<file path="config.mk">
export PLATFORM = sky130hd
export DESIGN_NAME = mc_sequencer_flat
export DESIGN_NICKNAME = d
export VERILOG_FILES = /design/src/rtl/mc_sequencer_if.sv /design/src/rtl/mc_sequencer.sv /design/src/flat_wrapper.sv
export SDC_FILE = /design/constraint.sdc
export NUM_CORES = 1
export LEC_CHECK = 0
export ABC_AREA = 1
export BUFFER_PORTS_ARGS = -buffer_cell sky130_fd_sc_hd__buf_2
export CELL_PAD_IN_SITES_DETAIL_PLACEMENT = 1
export CELL_PAD_IN_SITES_GLOBAL_PLACEMENT = 2
export CORE_ASPECT_RATIO = 0.7
export CORE_MARGIN = 4
export CORE_UTILIZATION = 19
export CTS_CLUSTER_SIZE = 25
export DETAILED_ROUTE_END_ITERATION = 6
export PLACE_DENSITY = 0.85
export SLEW_MARGIN = 20
export SYNTH_ARGS = -nofsm -noshare
export SYNTH_HDL_FRONTEND = slang
export SYNTH_SLANG_ARGS = --single-unit
</file>
<file path="constraint.sdc">
create_clock -name clk -period 3.5 [get_ports clk]
set_input_delay 0.7 -clock clk [delete_from_list [all_inputs] [get_ports clk]]
set_output_delay 0.7 -clock clk [all_outputs]
set_load 0.02 [all_outputs]
</file>
<file path="src/rtl/mc_sequencer_if.sv">
// Control bundle between the multicycle sequencer and the RV32I datapath.
// The sequencer (master) reads the latched instruction and ALU flags and drives every select and enable.
interface mc_sequencer_if;
  logic [31:0] instr;
  logic        alu_zero;
  logic        alu_lt;
  logic        alu_ltu;
  logic        pc_write;
  logic        adr_src;
  logic        mem_write;
  logic        ir_write;
  logic [1:0]  result_src;
  logic [1:0]  alu_src_a;
  logic [1:0]  alu_src_b;
  logic [3:0]  alu_control;
  logic [2:0]  imm_src;
  logic        reg_write;
  logic        instr_retired;
  logic        illegal;

  modport master (
    input  instr, alu_zero, alu_lt, alu_ltu,
    output pc_write, adr_src, mem_write, ir_write, result_src, alu_src_a,
           alu_src_b, alu_control, imm_src, reg_write, instr_retired, illegal
  );

  modport slave (
    output instr, alu_zero, alu_lt, alu_ltu,
    input  pc_write, adr_src, mem_write, ir_write, result_src, alu_src_a,
           alu_src_b, alu_control, imm_src, reg_write, instr_retired, illegal
  );
endinterface

</file>
<file path="src/rtl/mc_sequencer.sv">
// Multicycle RV32I control FSM: one state per cycle, Moore decode of selects/enables from state and instr,
// with the branch pc_write as the single Mealy output.
module mc_sequencer (
  input  logic           clk,
  input  logic           reset,
  mc_sequencer_if.master bus
);
  localparam logic [3:0] ALU_ADD = 4'b0000, ALU_SUB = 4'b0001, ALU_AND = 4'b0010, ALU_OR = 4'b0011,
                         ALU_XOR = 4'b0100, ALU_SLL = 4'b0101, ALU_SRL = 4'b0110, ALU_SRA = 4'b0111,
                         ALU_SLT = 4'b1000, ALU_SLTU = 4'b1001, ALU_PASSB = 4'b1010;
  localparam logic [2:0] IMM_I = 3'b000, IMM_S = 3'b001, IMM_B = 3'b010, IMM_U = 3'b011, IMM_J = 3'b100;
  localparam logic [6:0] OP_LOAD = 7'b0000011, OP_STORE = 7'b0100011, OP_R = 7'b0110011,
                         OP_I = 7'b0010011, OP_LUI = 7'b0110111, OP_AUIPC = 7'b0010111,
                         OP_BR = 7'b1100011, OP_JAL = 7'b1101111, OP_JALR = 7'b1100111;

  typedef enum logic [3:0] {
    FETCH_A, FETCH, DECODE, MEMADR, MEMREAD, MEMWAIT, MEMWB, MEMWRITE,
    EXEC_R, EXEC_I, EXEC_U, ALUWB, BRANCH, JALR_ADR, JAL, ILLEGAL
  } state_t;

  state_t     r_state;
  state_t     w_next;
  logic       r_illegal;
  logic [6:0] w_op;
  logic [2:0] w_f3;
  logic       w_b5;
  logic       w_br_bad;
  logic       w_unused;

  assign w_op     = bus.instr[6:0];
  assign w_f3     = bus.instr[14:12];
  assign w_b5     = bus.instr[30];
  assign w_br_bad = (w_f3 == 3'b010) || (w_f3 == 3'b011);
  assign w_unused = ^{bus.instr[31], bus.instr[29:15], bus.instr[11:7]};

  function automatic logic [3:0] alu_dec(input logic [2:0] f3, input logic b5, input logic is_r);
    case (f3)
      3'b000:  return (is_r && b5) ? ALU_SUB : ALU_ADD;
      3'b001:  return ALU_SLL;
      3'b010:  return ALU_SLT;
      3'b011:  return ALU_SLTU;
      3'b100:  return ALU_XOR;
      3'b101:  return b5 ? ALU_SRA : ALU_SRL;
      3'b110:  return ALU_OR;
      default: return ALU_AND;
    endcase
  endfunction

  function automatic logic br_taken(input logic [2:0] f3, input logic z, input logic lt, input logic ltu);
    case (f3)
      3'b000:  return z;
      3'b001:  return !z;
      3'b100:  return lt;
      3'b101:  return !lt;
      3'b110:  return ltu;
      3'b111:  return !ltu;
      default: return 1'b0;
    endcase
  endfunction

  always_comb begin
    w_next = r_state;
    case (r_state)
      FETCH_A:  w_next = FETCH;
      FETCH:    w_next = DECODE;
      DECODE: begin
        case (w_op)
          OP_LOAD, OP_STORE: w_next = MEMADR;
          OP_R:              w_next = EXEC_R;
          OP_I:              w_next = EXEC_I;
          OP_LUI, OP_AUIPC:  w_next = EXEC_U;
          OP_BR:             w_next = BRANCH;
          OP_JAL:            w_next = JAL;
          OP_JALR:           w_next = JALR_ADR;
          default:           w_next = ILLEGAL;
        endcase
      end
      MEMADR:   w_next = (w_op == OP_STORE) ? MEMWRITE : MEMREAD;
      MEMREAD:  w_next = MEMWAIT;
      MEMWAIT:  w_next = MEMWB;
      MEMWB:    w_next = FETCH_A;
      MEMWRITE: w_next = FETCH_A;
      EXEC_R:   w_next = ALUWB;
      EXEC_I:   w_next = ALUWB;
      EXEC_U:   w_next = ALUWB;
      ALUWB:    w_next = FETCH_A;
      BRANCH:   w_next = w_br_bad ? ILLEGAL : FETCH_A;
      JALR_ADR: w_next = JAL;
      JAL:      w_next = ALUWB;
      default:  w_next = ILLEGAL;
    endcase
  end

  always_ff @(posedge clk or negedge reset) begin
    if (!reset) begin
      r_state   <= FETCH_A;
      r_illegal <= 1'b0;
    end else begin
      r_state <= w_next;
      if (w_next == ILLEGAL) r_illegal <= 1'b1;
    end
  end

  // Outputs decode from the state register, so an asynchronous reset drops every enable at once.
  always_comb begin
    bus.pc_write      = 1'b0;
    bus.adr_src       = 1'b0;
    bus.mem_write     = 1'b0;
    bus.ir_write      = 1'b0;
    bus.result_src    = 2'b00;
    bus.alu_src_a     = 2'b00;
    bus.alu_src_b     = 2'b00;
    bus.alu_control   = ALU_ADD;
    bus.imm_src       = IMM_I;
    bus.reg_write     = 1'b0;
    bus.instr_retired = 1'b0;
    bus.illegal       = r_illegal;
    case (r_state)
      FETCH: begin
        bus.ir_write   = 1'b1;
        bus.alu_src_b  = 2'b10;
        bus.result_src = 2'b10;
        bus.pc_write   = 1'b1;
      end
      DECODE: begin
        bus.alu_src_a = 2'b01;
        bus.alu_src_b = 2'b01;
        bus.imm_src   = (w_op == OP_BR) ? IMM_B : (w_op == OP_JAL) ? IMM_J : IMM_I;
      end
      MEMADR: begin
        bus.alu_src_a = 2'b10;
        bus.alu_src_b = 2'b01;
        bus.imm_src   = (w_op == OP_STORE) ? IMM_S : IMM_I;
      end
      MEMREAD, MEMWAIT: bus.adr_src = 1'b1;
      MEMWB: begin
        bus.result_src    = 2'b01;
        bus.reg_write     = 1'b1;
        bus.instr_retired = 1'b1;
      end
      MEMWRITE: begin
        bus.adr_src       = 1'b1;
        bus.mem_write     = 1'b1;
        bus.instr_retired = 1'b1;
      end
      EXEC_R: begin
        bus.alu_src_a   = 2'b10;
        bus.alu_control = alu_dec(w_f3, w_b5, 1'b1);
      end
      EXEC_I: begin
        bus.alu_src_a   = 2'b10;
        bus.alu_src_b   = 2'b01;
        bus.alu_control = alu_dec(w_f3, w_b5, 1'b0);
      end
      EXEC_U: begin
        bus.imm_src     = IMM_U;
        bus.alu_src_b   = 2'b01;
        bus.alu_src_a   = (w_op == OP_LUI) ? 2'b00 : 2'b01;
        bus.alu_control = (w_op == OP_LUI) ? ALU_PASSB : ALU_ADD;
      end
      ALUWB: begin
        bus.reg_write     = 1'b1;
        bus.instr_retired = 1'b1;
      end
      BRANCH: begin
        // An unsupported funct3 is not a completed instruction, so it neither retires nor writes PC.
        bus.alu_src_a     = 2'b10;
        bus.alu_control   = ALU_SUB;
        bus.instr_retired = !w_br_bad;
        bus.pc_write      = br_taken(w_f3, bus.alu_zero, bus.alu_lt, bus.alu_ltu);
      end
      JALR_ADR: begin
        bus.alu_src_a = 2'b10;
        bus.alu_src_b = 2'b01;
      end
      JAL: begin
        bus.alu_src_a = 2'b01;
        bus.alu_src_b = 2'b10;
        bus.pc_write  = 1'b1;
      end
      default: ;
    endcase
  end
endmodule
</file>
<file path="src/flat_wrapper.sv">
// flat-port wrapper written by rule: the top's interface ports become plain ports
module mc_sequencer_flat 
  (clk, reset, bus_instr, bus_alu_zero, bus_alu_lt, bus_alu_ltu, bus_pc_write, bus_adr_src, bus_mem_write, bus_ir_write, bus_result_src, bus_alu_src_a, bus_alu_src_b, bus_alu_control, bus_imm_src, bus_reg_write, bus_instr_retired, bus_illegal);
  mc_sequencer_if bus_i ();
  input  logic clk;
  input  logic reset;
  input wire logic [$bits(bus_i.instr)-1:0] bus_instr;
  input wire logic [$bits(bus_i.alu_zero)-1:0] bus_alu_zero;
  input wire logic [$bits(bus_i.alu_lt)-1:0] bus_alu_lt;
  input wire logic [$bits(bus_i.alu_ltu)-1:0] bus_alu_ltu;
  output wire logic [$bits(bus_i.pc_write)-1:0] bus_pc_write;
  output wire logic [$bits(bus_i.adr_src)-1:0] bus_adr_src;
  output wire logic [$bits(bus_i.mem_write)-1:0] bus_mem_write;
  output wire logic [$bits(bus_i.ir_write)-1:0] bus_ir_write;
  output wire logic [$bits(bus_i.result_src)-1:0] bus_result_src;
  output wire logic [$bits(bus_i.alu_src_a)-1:0] bus_alu_src_a;
  output wire logic [$bits(bus_i.alu_src_b)-1:0] bus_alu_src_b;
  output wire logic [$bits(bus_i.alu_control)-1:0] bus_alu_control;
  output wire logic [$bits(bus_i.imm_src)-1:0] bus_imm_src;
  output wire logic [$bits(bus_i.reg_write)-1:0] bus_reg_write;
  output wire logic [$bits(bus_i.instr_retired)-1:0] bus_instr_retired;
  output wire logic [$bits(bus_i.illegal)-1:0] bus_illegal;
  assign bus_i.instr = bus_instr;
  assign bus_i.alu_zero = bus_alu_zero;
  assign bus_i.alu_lt = bus_alu_lt;
  assign bus_i.alu_ltu = bus_alu_ltu;
  assign bus_pc_write = bus_i.pc_write;
  assign bus_adr_src = bus_i.adr_src;
  assign bus_mem_write = bus_i.mem_write;
  assign bus_ir_write = bus_i.ir_write;
  assign bus_result_src = bus_i.result_src;
  assign bus_alu_src_a = bus_i.alu_src_a;
  assign bus_alu_src_b = bus_i.alu_src_b;
  assign bus_alu_control = bus_i.alu_control;
  assign bus_imm_src = bus_i.imm_src;
  assign bus_reg_write = bus_i.reg_write;
  assign bus_instr_retired = bus_i.instr_retired;
  assign bus_illegal = bus_i.illegal;
  mc_sequencer u_core (.clk(clk), .reset(reset), .bus(bus_i));
endmodule
</file>
==> impl_metrics.xml, run 1 <==
<?xml version="1.0" encoding="UTF-8"?>
<metrics>
  <group name="route">
    <metric name="drt_first_pass_iters" unit="">4</metric>
    <metric name="routed-via-count" unit="">1004</metric>
    <metric name="avgViaCountPerCell" unit="">4.328</metric>
    <metric name="drc" unit="">0</metric>
    <metric name="route.final.wire_length" unit="µm">2759</metric>
    <metric name="drt-wirelength-per-cell" unit="µm">11.89</metric>
    <metric name="detailedRoute.firstIterationViolations" unit="">36</metric>
    <metric name="post_drt_antenna_nets" unit="">0</metric>
  </group>
  <group name="sta">
    <metric name="crit_share_post_route" unit="%">69.23</metric>
    <metric name="final-max-slew-violation-count" unit="">0</metric>
    <metric name="max-slew-margin-rel" unit="%">77.33</metric>
    <metric name="worst_pin_slew" unit="ps">338.8</metric>
    <metric name="timing.setup.tns" unit="ps">0</metric>
    <metric name="grt_setup_unrepaired" unit="">false</metric>
    <metric name="finalSetupViolCount" unit="">0</metric>
    <metric name="finalHoldViolations" unit="">0</metric>
    <metric name="timing.fmax" unit="MHz">412.7</metric>
    <metric name="fin_skew" unit="ps">0.05755</metric>
    <metric name="final_period_minus_worst_setup_slack" unit="ps">2423</metric>
  </group>
  <group name="floorplanning">
    <metric name="die_w" unit="µm">84.56</metric>
    <metric name="die_area" unit="µm²">5208</metric>
    <metric name="die_h" unit="µm">61.59</metric>
    <metric name="io_count" unit="">57</metric>
    <metric name="start_util" unit="%">19.75</metric>
    <metric name="std_cell_rows" unit="">19</metric>
    <metric name="fp.coreArea" unit="µm²">3946</metric>
  </group>
  <group name="placed_design">
    <metric name="routabilityCongestion" unit="">0.8077</metric>
    <metric name="portBuffers" unit="">35</metric>
    <metric name="place_hpwl" unit="µm">2456</metric>
    <metric name="dpl.cell_count" unit="">228</metric>
  </group>
  <group name="clock_network">
    <metric name="ctsResizeCount" unit="">0</metric>
    <metric name="tritoncts" unit="">done</metric>
    <metric name="clk_latency" unit="ps">220</metric>
    <metric name="cts_setup_buffers" unit="">0</metric>
    <metric name="cts.clk_slew.worst_paths" unit="ps">30</metric>
    <metric name="clock_path_buffers" unit="">2</metric>
    <metric name="clock-sinks" unit="">5</metric>
    <metric name="cts_made_buffers" unit="">3</metric>
    <metric name="number_of_buffers_inserted_for_hold_repair_after_clock_tree_synthesis" unit="">0</metric>
    <metric name="htree_num_levels" unit="">1</metric>
    <metric name="clock-root-buffer" unit="">sky130_fd_sc_hd__clkbuf_8</metric>
  </group>
  <group name="worst_setup_path">
    <metric name="worstReg2RegStart" unit="">u_core.r_state[2]</metric>
    <metric name="critPathCaptureType" unit="">output port</metric>
    <metric name="reg2reg_depth" unit="">9</metric>
    <metric name="timing.critical_path.arrival" unit="ps">1720</metric>
    <metric name="critical_path_class" unit="">input pin to output port</metric>
    <metric name="worst_ep_required" unit="ps">2800</metric>
    <metric name="rr_endpoint" unit="">u_core.bus.illegal</metric>
    <metric name="r2r_setup_slack" unit="ps">2010</metric>
    <metric name="critPathMaxFanout" unit="">7</metric>
    <metric name="startpoint_type" unit="">input pin</metric>
  </group>
  <group name="logic_synthesis">
    <metric name="netlist_area" unit="µm²">779.5</metric>
    <metric name="yosys_warnings" unit="">0</metric>
    <metric name="number_of_library_cell_types_mapped_by_synthesis" unit="">26</metric>
    <metric name="async_flop_share" unit="%">100.0</metric>
    <metric name="synth_cells" unit="">141</metric>
    <metric name="synth_seq_area_share" unit="%">16.05</metric>
    <metric name="post_synth_main_area_contributors" unit="">sky130_fd_sc_hd__dfrtp_1 16%, sky130_fd_sc_hd__nor2_1 14%, sky130_fd_sc_hd__nand2_1 13%, sky130_fd_sc_hd__inv_1 11%, sky130_fd_sc_hd__nand2_2 7.2%</metric>
    <metric name="syn-num-nets" unit="">178</metric>
    <metric name="fraction_of_synthesized_cell_area_taken_by_the_top_area_cell_type" unit="%">16.05</metric>
    <metric name="synth.largest_area_cell" unit="">sky130_fd_sc_hd__dfrtp_1</metric>
    <metric name="number_of_enable_flip_flop_cells_after_synthesis" unit="">0</metric>
    <metric name="synth.ff_latch_count" unit="">5</metric>
    <metric name="synth_top_flop_cell" unit="">sky130_fd_sc_hd__dfrtp_1</metric>
    <metric name="syn_avg_cell_area" unit="µm²">5.528</metric>
  </group>
  <group name="finish">
    <metric name="area_overhead_vs_synth" unit="%">36.60</metric>
    <metric name="insertedDiodeCount" unit="">0</metric>
    <metric name="layout.nets" unit="">218</metric>
    <metric name="finalNonFillerCells" unit="">232</metric>
    <metric name="final_layout_size_suffix_gt1_share" unit="%">32.78</metric>
  </group>
  <group name="outcome">
    <metric name="result_of_the_run" unit="">complete, no violations</metric>
  </group>
  <group name="run">
    <metric name="maxCapViolCount" unit="">0</metric>
  </group>
  <group name="hold_path">
    <metric name="hold_path.class" unit="">input pin to asynchronous set/reset pin</metric>
  </group>
  <group name="pwr">
    <metric name="cellLeakagePower" unit="µW">0.0006014</metric>
    <metric name="vdd_ir_drop_max" unit="µV">263.1</metric>
    <metric name="powerDensity" unit="nW/µm²">729.2</metric>
  </group>
  <group name="global_route">
    <metric name="grt_first_pass_wirelength" unit="µm">4547</metric>
    <metric name="grt_remaining_overflow" unit="">0</metric>
    <metric name="globalRouteTotalUtil" unit="%">10.71</metric>
    <metric name="first_global_vias" unit="">981</metric>
    <metric name="grt_antenna_before_repair" unit="">0</metric>
    <metric name="pin_count_of_the_biggest_net_entering_global_routing" unit="">8</metric>
  </group>
</metrics>
cell type report:
type,instances,area [µm²]
sequential,5,125.1
timing repair buffer,35,175.2
clock buffer,4,45.04
inverter,28,105.1
fill,558,2882
tap,52,65.06
multi-input combinational,108,549.3
kinds of logic after synthesis:
family                 share of synthesized area [%]
and+or+nand+nor                                54.09
buffers and inverters                          13.48
AOI/OAI and AO/OA                              16.37
DFF                                            16.05
per-stage QoR:
stage               hold WS, ps  util (%)  power [µW]  cell area [µm²]  setup WS, ps
detailed placement        454.2     25.84       680.3             1020          1090
floorplan                 404.4         -       503.2            779.5          1265
global route              295.8     26.98       848.1             1065         955.1
CTS                       282.4     26.98       788.8             1065          1084
global placement          452.7     25.84       670.9             1020          1075
finish                    284.6     26.98       776.5             1065          1077
worst max-delay path, stage by stage:
cell and delay [ps]:
sky130_fd_sc_hd__buf_2 150, sky130_fd_sc_hd__nor2_1 140, sky130_fd_sc_hd__inv_1 100, sky130_fd_sc_hd__nor2_1 130, sky130_fd_sc_hd__nand2_1 70, sky130_fd_sc_hd__nand3_1 80, sky130_fd_sc_hd__nor3_1 60, sky130_fd_sc_hd__o21bai_1 120
sky130_fd_sc_hd__buf_2 180
report_power, final:
| part | leakage (µW) | internal [µW] | switching [µW] |
|---|---|---|---|
| Sequential | 0.0000578 | 82.9 | 36.3 |
| Clock | 0.0000228 | 78.0 | 26.3 |
| Combinational | 0.000521 | 165 | 388 |
registers in the layout, summed over array words and instances, names as in the netlist:
register            flops
u_core.bus.illegal      1
u_core.r_state          4
cell usage in the layout, fill, tap and decap left out:
master / n
sky130_fd_sc_hd__dfrtp_1: 5
sky130_fd_sc_hd__nor2_2: 1
sky130_fd_sc_hd__o21ai_0: 4
sky130_fd_sc_hd__buf_2: 35
sky130_fd_sc_hd__nand2_2: 9
sky130_fd_sc_hd__o31ai_1: 2
sky130_fd_sc_hd__nand4_1: 3
sky130_fd_sc_hd__clkbuf_1: 1
sky130_fd_sc_hd__nand2_4: 1
sky130_fd_sc_hd__a21oi_2: 1
sky130_fd_sc_hd__a21oi_1: 2
sky130_fd_sc_hd__inv_1: 23
sky130_fd_sc_hd__nor2_4: 2
sky130_fd_sc_hd__o211ai_1: 3
sky130_fd_sc_hd__nor4_1: 1
sky130_fd_sc_hd__nor2_1: 30
sky130_fd_sc_hd__nand3_2: 1
sky130_fd_sc_hd__o21ai_1: 2
sky130_fd_sc_hd__nor3_1: 4
sky130_fd_sc_hd__nand2_1: 28
sky130_fd_sc_hd__o221ai_1: 2
sky130_fd_sc_hd__o21bai_1: 1
sky130_fd_sc_hd__a211oi_1: 1
sky130_fd_sc_hd__nor4_2: 1
sky130_fd_sc_hd__o21ai_2: 1
sky130_fd_sc_hd__nand3_1: 8
sky130_fd_sc_hd__inv_2: 4
sky130_fd_sc_hd__clkinv_1: 1
sky130_fd_sc_hd__clkbuf_8: 3
routing by layer:
| metal | vias to the layer above | GRT usage, % | part of all wire [%] |
|---|---|---|---|
| met5 | - | 0 | 0 |
| met4 | 0 | 2.032 | 0.54 |
| met3 | 2 | 0.8021 | 5.7 |
| met2 | 31 | 16.05 | 38 |
| met1 | 441 | 16.76 | 56 |
| li1 | 530 | - | - |
synthesized netlist by cell type, types with 3 or more instances:
cell type                  number
sky130_fd_sc_hd__dfrtp_1        5
sky130_fd_sc_hd__inv_1         23
sky130_fd_sc_hd__inv_2          4
sky130_fd_sc_hd__nand2_1       28
sky130_fd_sc_hd__nand2_2        9
sky130_fd_sc_hd__nand3_1        8
sky130_fd_sc_hd__nand4_1        3
sky130_fd_sc_hd__nor2_1        30
sky130_fd_sc_hd__nor3_1         4
sky130_fd_sc_hd__o211ai_1       3
sky130_fd_sc_hd__o21ai_0        4
worst max-delay path by stage:
stage	from	end	slack [ps]	cells after the start
2_1_floorplan	u_core.r_state[3]	bus_pc_write	1260	6
3_3_place_gp	bus_instr[13]	bus_pc_write	1070	9
3_5_place_dp	bus_instr[13]	bus_pc_write	1090	9
4_1_cts	bus_instr[13]	bus_pc_write	1080	9
5_1_grt	bus_instr[13]	bus_pc_write	960	9
6_report	bus_instr[13]	bus_pc_write	1080	9
Power figures use the tool's default switching activity.
==> inputs of run 2 (changes only) <==
Settings changed: ABC_AREA 1 to 0, CORE_UTILIZATION 19 to 20, PLACE_DENSITY 0.85 to 0.78.
Clock period 3.5 ns to 2.26 ns, I/O delays scaled along.
==> run 2 against run 1 <==
  * Synthesized cell count shrank 17%
  * Core utilization rose by 0.39 points
  * Clock power is 54% higher
  * Worst hold slack worse by 240 ps
  * Area after synthesis is 9.8% higher
  * Global-route usage increased by 0.22 points
  * Worst setup slack worse by 890 ps
  * Power grew 85%
  * Die area is 3.8% higher
  * Critical path type unchanged
  * Critical endpoint is now bus_alu_control[1]
  * Largest power group unchanged
==> impl_metrics.xml, run 2 <==
<?xml version="1.0" encoding="UTF-8"?>
<metrics>
  <group name="worst_setup_path">
    <metric name="critical_path_class" unit="">input pin to output port</metric>
    <metric name="startpoint_type" unit="">input pin</metric>
    <metric name="critPathMaxStageDelay" unit="ps">300</metric>
    <metric name="r2r_setup_slack" unit="ps">650</metric>
    <metric name="critPathCaptureType" unit="">output port</metric>
    <metric name="worst_path_most_repeated_cell" unit="">sky130_fd_sc_hd__buf_2</metric>
    <metric name="reg2reg_depth" unit="">6</metric>
    <metric name="cp_cell_sequence" unit="">buf_2, nand4b_1, nor3b_1, nand3_1, a21oi_1, buf_2</metric>
    <metric name="timing.critical_path.arrival" unit="ps">1620</metric>
    <metric name="worstReg2RegStart" unit="">u_core.r_state[2]</metric>
    <metric name="critPathMaxFanout" unit="">6</metric>
    <metric name="worst_ep_required" unit="ps">1810</metric>
    <metric name="critical_path_cell_with_the_highest_stage_delay" unit="">sky130_fd_sc_hd__nor3b_1</metric>
    <metric name="rr_endpoint" unit="">u_core.bus.illegal</metric>
  </group>
  <group name="global_route">
    <metric name="first_global_vias" unit="">986</metric>
    <metric name="grt_first_pass_wirelength" unit="µm">4933</metric>
    <metric name="globalRouteTotalUtil" unit="%">10.93</metric>
    <metric name="grt_antenna_before_repair" unit="">0</metric>
    <metric name="grt_remaining_overflow" unit="">0</metric>
    <metric name="pin_count_of_the_biggest_net_entering_global_routing" unit="">17</metric>
  </group>
  <group name="placed_design">
    <metric name="routabilityCongestion" unit="">0.7687</metric>
    <metric name="portBuffers" unit="">35</metric>
    <metric name="place_hpwl" unit="µm">2391</metric>
  </group>
  <group name="floorplanning">
    <metric name="die_area" unit="µm²">5406</metric>
    <metric name="fp.coreArea" unit="µm²">4018</metric>
    <metric name="die_h" unit="µm">62.73</metric>
    <metric name="std_cell_rows" unit="">19</metric>
    <metric name="start_util" unit="%">21.30</metric>
    <metric name="die_w" unit="µm">86.19</metric>
    <metric name="io_count" unit="">57</metric>
  </group>
  <group name="clock_network">
    <metric name="cts.clk_slew.worst_paths" unit="ps">30</metric>
    <metric name="htree_num_levels" unit="">1</metric>
    <metric name="number_of_buffers_inserted_for_hold_repair_after_clock_tree_synthesis" unit="">0</metric>
    <metric name="clock-sinks" unit="">5</metric>
    <metric name="tritoncts" unit="">done</metric>
    <metric name="cts_setup_buffers" unit="">0</metric>
    <metric name="cts_made_buffers" unit="">3</metric>
    <metric name="clock-root-buffer" unit="">sky130_fd_sc_hd__clkbuf_8</metric>
    <metric name="clk_latency" unit="ps">220</metric>
    <metric name="clock_path_buffers" unit="">2</metric>
  </group>
  <group name="logic_synthesis">
    <metric name="synth.largest_area_cell" unit="">sky130_fd_sc_hd__dfrtp_1</metric>
    <metric name="number_of_enable_flip_flop_cells_after_synthesis" unit="">0</metric>
    <metric name="async_flop_share" unit="%">100.0</metric>
    <metric name="synth_seq_area_share" unit="%">14.62</metric>
    <metric name="yosys.cell_count.top_type" unit="">sky130_fd_sc_hd__nand2_1</metric>
    <metric name="syn-num-nets" unit="">154</metric>
    <metric name="post_synth_main_area_contributors" unit="">sky130_fd_sc_hd__dfrtp_1 15%, sky130_fd_sc_hd__buf_6 6.6%, sky130_fd_sc_hd__nand2_1 6.1%, sky130_fd_sc_hd__a21oi_1 4.7%, sky130_fd_sc_hd__nor2_1 4.4%</metric>
    <metric name="synth_cells" unit="">117</metric>
    <metric name="fraction_of_synthesized_cell_area_taken_by_the_top_area_cell_type" unit="%">14.62</metric>
    <metric name="yosys_warnings" unit="">0</metric>
    <metric name="post_synth_most_frequent_cells" unit="">14 x sky130_fd_sc_hd__nand2_1, 10 x sky130_fd_sc_hd__nor2_1, 8 x sky130_fd_sc_hd__a21oi_1</metric>
    <metric name="syn_avg_cell_area" unit="µm²">7.315</metric>
    <metric name="synth_top_flop_cell" unit="">sky130_fd_sc_hd__dfrtp_1</metric>
    <metric name="number_of_library_cell_types_mapped_by_synthesis" unit="">44</metric>
    <metric name="synth.ff_latch_count" unit="">5</metric>
    <metric name="netlist_area" unit="µm²">855.8</metric>
  </group>
  <group name="route">
    <metric name="drt_first_pass_iters" unit="">4</metric>
    <metric name="routed-via-count" unit="">958</metric>
    <metric name="avgViaCountPerCell" unit="">4.696</metric>
    <metric name="detailedRoute.firstIterationViolations" unit="">57</metric>
    <metric name="drc" unit="">0</metric>
    <metric name="route.final.wire_length" unit="µm">2820</metric>
    <metric name="drt-wirelength-per-cell" unit="µm">13.82</metric>
    <metric name="post_drt_antenna_nets" unit="">0</metric>
  </group>
  <group name="sta">
    <metric name="max-slew-margin-rel" unit="%">74.14</metric>
    <metric name="final-max-slew-violation-count" unit="">0</metric>
    <metric name="grt_setup_unrepaired" unit="">false</metric>
    <metric name="fin_skew" unit="ps">0.1677</metric>
    <metric name="worst_pin_slew" unit="ps">386.4</metric>
    <metric name="finalSetupViolCount" unit="">0</metric>
    <metric name="timing.fmax" unit="MHz">482.0</metric>
    <metric name="finalHoldViolations" unit="">0</metric>
    <metric name="timing.setup.tns" unit="ps">0</metric>
    <metric name="crit_share_post_route" unit="%">91.79</metric>
    <metric name="final_period_minus_worst_setup_slack" unit="ps">2075</metric>
  </group>
  <group name="finish">
    <metric name="layout_commonest_cell" unit="">sky130_fd_sc_hd__buf_2</metric>
    <metric name="layout.nets" unit="">190</metric>
    <metric name="final_layout_size_suffix_gt1_share" unit="%">36.84</metric>
    <metric name="commonest_cells_after_routing_fill_and_taps_aside" unit="">35 x sky130_fd_sc_hd__buf_2, 14 x sky130_fd_sc_hd__nand2_1, 10 x sky130_fd_sc_hd__nor2_1</metric>
    <metric name="area_overhead_vs_synth" unit="%">28.51</metric>
    <metric name="largest_register" unit="">u_core.r_state</metric>
    <metric name="insertedDiodeCount" unit="">0</metric>
    <metric name="largest_register_ffs" unit="">4</metric>
    <metric name="finalCoreUtilization" unit="%">27.37</metric>
  </group>
  <group name="pwr">
    <metric name="powerDensity" unit="nW/µm²">1306</metric>
    <metric name="power" unit="µW">1437</metric>
    <metric name="cellLeakagePower" unit="µW">0.0004929</metric>
    <metric name="vdd_ir_drop_max" unit="µV">555.8</metric>
  </group>
  <group name="outcome">
    <metric name="result_of_the_run" unit="">complete, no violations</metric>
  </group>
  <group name="hold_path">
    <metric name="hold_path.class" unit="">input pin to asynchronous set/reset pin</metric>
  </group>
  <group name="run">
    <metric name="maxCapViolCount" unit="">0</metric>
  </group>
</metrics>
[run 2: cell count changes after synthesis, sizes merged, moves of 4 or more]
cell	change
a21oi	+6
buf	+9
inv	-20
nand2	-23
nor2	-23
nor3b	+4
[run 2: worst max path at each step]
stage,start,endpoint,slack (ps)
after floorplan,bus_instr[12],bus_pc_write,320
after global placement,bus_instr[3],bus_alu_control[3],210
after detailed placement,bus_instr[3],bus_alu_control[1],200
after CTS,u_core.r_state[3],bus_alu_control[0],90
after global routing,bus_instr[3],bus_alu_control[1],30
final,bus_instr[3],bus_alu_control[1],190
[run 2: through the flow]
stage	hold WS, ps	std cells	cell area, µm²	worst slack [ps]
floorplan	156.4	117	855.8	317.0
global placement	261.9	200	1054	205.8
detailed placement	271.3	200	1054	204.1
CTS	40.28	204	1099	87.88
global route	45.14	204	1100	25.85
finish	43.87	204	1100	185.5
[run 2: critical path, delay by kind of cell]
kind                   cells  cell delay (ps)
AND/OR/NAND/NOR            3              710
AO/OA/AOI/OAI              1              150
buffers and inverters      2              310
[run 2: cells by family (layout without fill, tap and decap cells)]
group           after synthesis  after routing  share of synthesized area, %
simple gates                 63             63                         41.96
compound gates               27             27                         24.56
buf+inv                      17             52                         13.30
flops                         5              5                         14.62
mux                           3              3                         3.509
xor+xnor                      2              2                         2.047
[run 2: routing by layer]
metal	vias to the layer above	global-route usage (%)	part of all wire, %
met5	-	0	0
met4	0	2.335	0
met1	452	16.16	51
li1	494	-	-
met2	12	17.31	46
met3	0	0.6588	3.2
[run 2: layout make-up]
cell class                      count  area [µm²]
Tap cell                           52       65.06
Clock buffer                        4       45.04
Inverter                            7       26.28
Multi-Input combinational cell     95       616.8
Sequential cell                     5       126.4
Timing Repair Buffer               41       220.2
Fill cell                         507        2918
[run 2: repair_timing]
action | 4_1_cts | 5_1_grt
setup endpoints to repair | 0 | 3
endpoints found under the hold margin | 0 | 0
gates resized for setup | 0 | 1
[run 2: power breakdown]
| part | leakage (µW) | total [µW] | internal, µW | switching, µW |
|---|---|---|---|---|
| Clock | 0.0000228 | 160 | 121 | 39.4 |
| Sequential | 0.0000555 | 235 | 133 | 102 |
| Combinational | 0.000415 | 1040 | 380 | 661 |
==> inputs of run 3 (changes only) <==
Settings changed: ABC_AREA 0 to 1, CORE_UTILIZATION 20 to 17, PLACE_DENSITY 0.78 to 0.77.
==> run 3 against run 2 <==
  * Combinational power shrank 17%
  * Design area shrank 2.0%
  * Core utilization shrank 2.8 points
==> impl_metrics.xml, run 3 (synthesized netlist as in run 1, its figures left out) <==
<?xml version="1.0" encoding="UTF-8"?>
<metrics>
  <group name="sta">
    <metric name="finalSetupViolCount" unit="">0</metric>
    <metric name="fin_skew" unit="ps">0.2154</metric>
    <metric name="final-max-slew-violation-count" unit="">0</metric>
    <metric name="worst_pin_slew" unit="ps">351.4</metric>
    <metric name="worst_hold_slack" unit="ps">41.78</metric>
    <metric name="final_period_minus_worst_setup_slack" unit="ps">2065</metric>
    <metric name="max-slew-margin-rel" unit="%">76.39</metric>
    <metric name="crit_share_post_route" unit="%">91.35</metric>
    <metric name="finalHoldViolations" unit="">0</metric>
    <metric name="timing.fmax" unit="MHz">484.4</metric>
  </group>
  <group name="finish">
    <metric name="area_overhead_vs_synth" unit="%">38.20</metric>
    <metric name="insertedDiodeCount" unit="">0</metric>
    <metric name="finalCoreUtilization" unit="%">24.60</metric>
    <metric name="largest_register_ffs" unit="">4</metric>
    <metric name="layout.nets" unit="">218</metric>
    <metric name="final_layout_size_suffix_gt1_share" unit="%">32.78</metric>
    <metric name="footprint_of_the_multi_input_gates" unit="µm²">558.0</metric>
    <metric name="commonest_cells_after_routing_fill_and_taps_aside" unit="">35 x sky130_fd_sc_hd__buf_2, 30 x sky130_fd_sc_hd__nor2_1, 28 x sky130_fd_sc_hd__nand2_1</metric>
    <metric name="fillCellCount" unit="">576</metric>
    <metric name="finalNonFillerCells" unit="">235</metric>
    <metric name="layout_commonest_cell" unit="">sky130_fd_sc_hd__buf_2</metric>
    <metric name="largest_register" unit="">u_core.r_state</metric>
    <metric name="area.sequential" unit="µm²">125.1</metric>
    <metric name="final_cell_area" unit="µm²">1077</metric>
  </group>
  <group name="worst_setup_path">
    <metric name="worst_ep_required" unit="ps">1810</metric>
    <metric name="rr_endpoint" unit="">u_core.bus.illegal</metric>
    <metric name="startpoint_type" unit="">register</metric>
    <metric name="startpoint" unit="">u_core.r_state[3]</metric>
    <metric name="critPathMaxFanout" unit="">6</metric>
    <metric name="timing.critical_path.arrival" unit="ps">1610</metric>
    <metric name="reg2reg_depth" unit="">8</metric>
    <metric name="critPathCaptureType" unit="">output port</metric>
    <metric name="critical_path_class" unit="">register to output port</metric>
    <metric name="crit_path_end" unit="">bus_alu_control[1]</metric>
    <metric name="r2r_setup_slack" unit="ps">800</metric>
    <metric name="worstReg2RegStart" unit="">u_core.r_state[1]</metric>
  </group>
  <group name="route">
    <metric name="routed-via-count" unit="">1000</metric>
    <metric name="drt_first_pass_iters" unit="">4</metric>
    <metric name="detailedRoute.firstIterationViolations" unit="">35</metric>
    <metric name="avgViaCountPerCell" unit="">4.255</metric>
    <metric name="drt-wirelength-per-cell" unit="µm">11.21</metric>
    <metric name="route.final.wire_length" unit="µm">2634</metric>
    <metric name="post_drt_antenna_nets" unit="">0</metric>
    <metric name="drc" unit="">0</metric>
  </group>
  <group name="clock_network">
    <metric name="ctsResizeCount" unit="">0</metric>
    <metric name="clock-root-buffer" unit="">sky130_fd_sc_hd__clkbuf_8</metric>
    <metric name="cts.clk_slew.worst_paths" unit="ps">30</metric>
    <metric name="clk_latency" unit="ps">210</metric>
    <metric name="tritoncts" unit="">done</metric>
    <metric name="htree_num_levels" unit="">1</metric>
    <metric name="clock_path_buffers" unit="">2</metric>
    <metric name="clock-sinks" unit="">5</metric>
    <metric name="number_of_buffers_inserted_for_hold_repair_after_clock_tree_synthesis" unit="">0</metric>
    <metric name="cts_setup_buffers" unit="">0</metric>
    <metric name="cts_made_buffers" unit="">3</metric>
  </group>
  <group name="placed_design">
    <metric name="portBuffers" unit="">35</metric>
    <metric name="post_dp_cell_area" unit="µm²">1023</metric>
    <metric name="place_hpwl" unit="µm">2367</metric>
    <metric name="dpl.cell_count" unit="">231</metric>
    <metric name="routabilityCongestion" unit="">0.7875</metric>
  </group>
  <group name="floorplanning">
    <metric name="std_cell_rows" unit="">20</metric>
    <metric name="start_util" unit="%">17.80</metric>
    <metric name="die_h" unit="µm">64.66</metric>
    <metric name="die_w" unit="µm">88.94</metric>
    <metric name="die_area" unit="µm²">5750</metric>
    <metric name="io_count" unit="">57</metric>
    <metric name="fp.coreArea" unit="µm²">4379</metric>
  </group>
  <group name="hold_path">
    <metric name="hold_path.class" unit="">input pin to asynchronous set/reset pin</metric>
  </group>
  <group name="pwr">
    <metric name="vdd_ir_drop_max" unit="µV">414.6</metric>
    <metric name="powerDensity" unit="nW/µm²">1111</metric>
    <metric name="cellLeakagePower" unit="µW">0.0006061</metric>
    <metric name="power" unit="µW">1197</metric>
  </group>
  <group name="global_route">
    <metric name="grt_antenna_before_repair" unit="">0</metric>
    <metric name="pin_count_of_the_biggest_net_entering_global_routing" unit="">8</metric>
    <metric name="globalRouteTotalUtil" unit="%">9.728</metric>
    <metric name="first_global_vias" unit="">1057</metric>
    <metric name="grt_remaining_overflow" unit="">0</metric>
    <metric name="grt_first_pass_wirelength" unit="µm">4643</metric>
  </group>
  <group name="outcome">
    <metric name="result_of_the_run" unit="">complete, no violations</metric>
  </group>
  <group name="run">
    <metric name="maxCapViolCount" unit="">0</metric>
  </group>
</metrics>
-- run 3: worst min-delay path by stage --
stage / start / end / slack (ps) / depth (start not counted)
6_report: reset / u_core.bus.illegal / 40 / 1
4_1_cts: reset / u_core.bus.illegal / 40 / 1
2_1_floorplan: reset / u_core.bus.illegal / 160 / 0
3_5_place_dp: reset / u_core.bus.illegal / 270 / 1
3_3_place_gp: reset / u_core.bus.illegal / 270 / 1
5_1_grt: reset / u_core.r_state[3] / 40 / 1
-- run 3: per-layer routing --
layer	GRT usage, %	share of wire, %	vias up
met5	0	0	-
met4	1.673	0	0
met3	1.017	6.5	0
met2	14.81	41	22
met1	14.77	53	451
li1	-	-	527
-- run 3: critical path: stages (launching register included) --
cell and delay, ps:
sky130_fd_sc_hd__dfrtp_1 380, sky130_fd_sc_hd__inv_2 90, sky130_fd_sc_hd__nor2_1 150, sky130_fd_sc_hd__inv_1 140
sky130_fd_sc_hd__nor4_4 240, sky130_fd_sc_hd__nand2_1 110, sky130_fd_sc_hd__o31ai_1 80, sky130_fd_sc_hd__buf_2 200
-- run 3: stage by stage --
stage / setup TNS (ps) / worst slack (ps)
2_1_floorplan: 0 / 272.5
4_1_cts: 0 / 127.7
5_1_grt: -15.01 / -10.77
6_report: 0 / 195.5
3_3_place_gp: 0 / 342.6
3_5_place_dp: 0 / 337.8
-- run 3: layout make-up --
type | instances | share of cell area, %
clock buffer | 4 | 4.181
inverter | 28 | 9.756
multi-input combinational | 108 | 51.80
sequential | 5 | 11.61
tap | 55 | 6.388
timing repair buffer | 35 | 16.26
-- run 3: report_power, final --
part           internal [µW]  switching [µW]
sequential               129            50.2
combinational            256             603
clock                    121            38.6
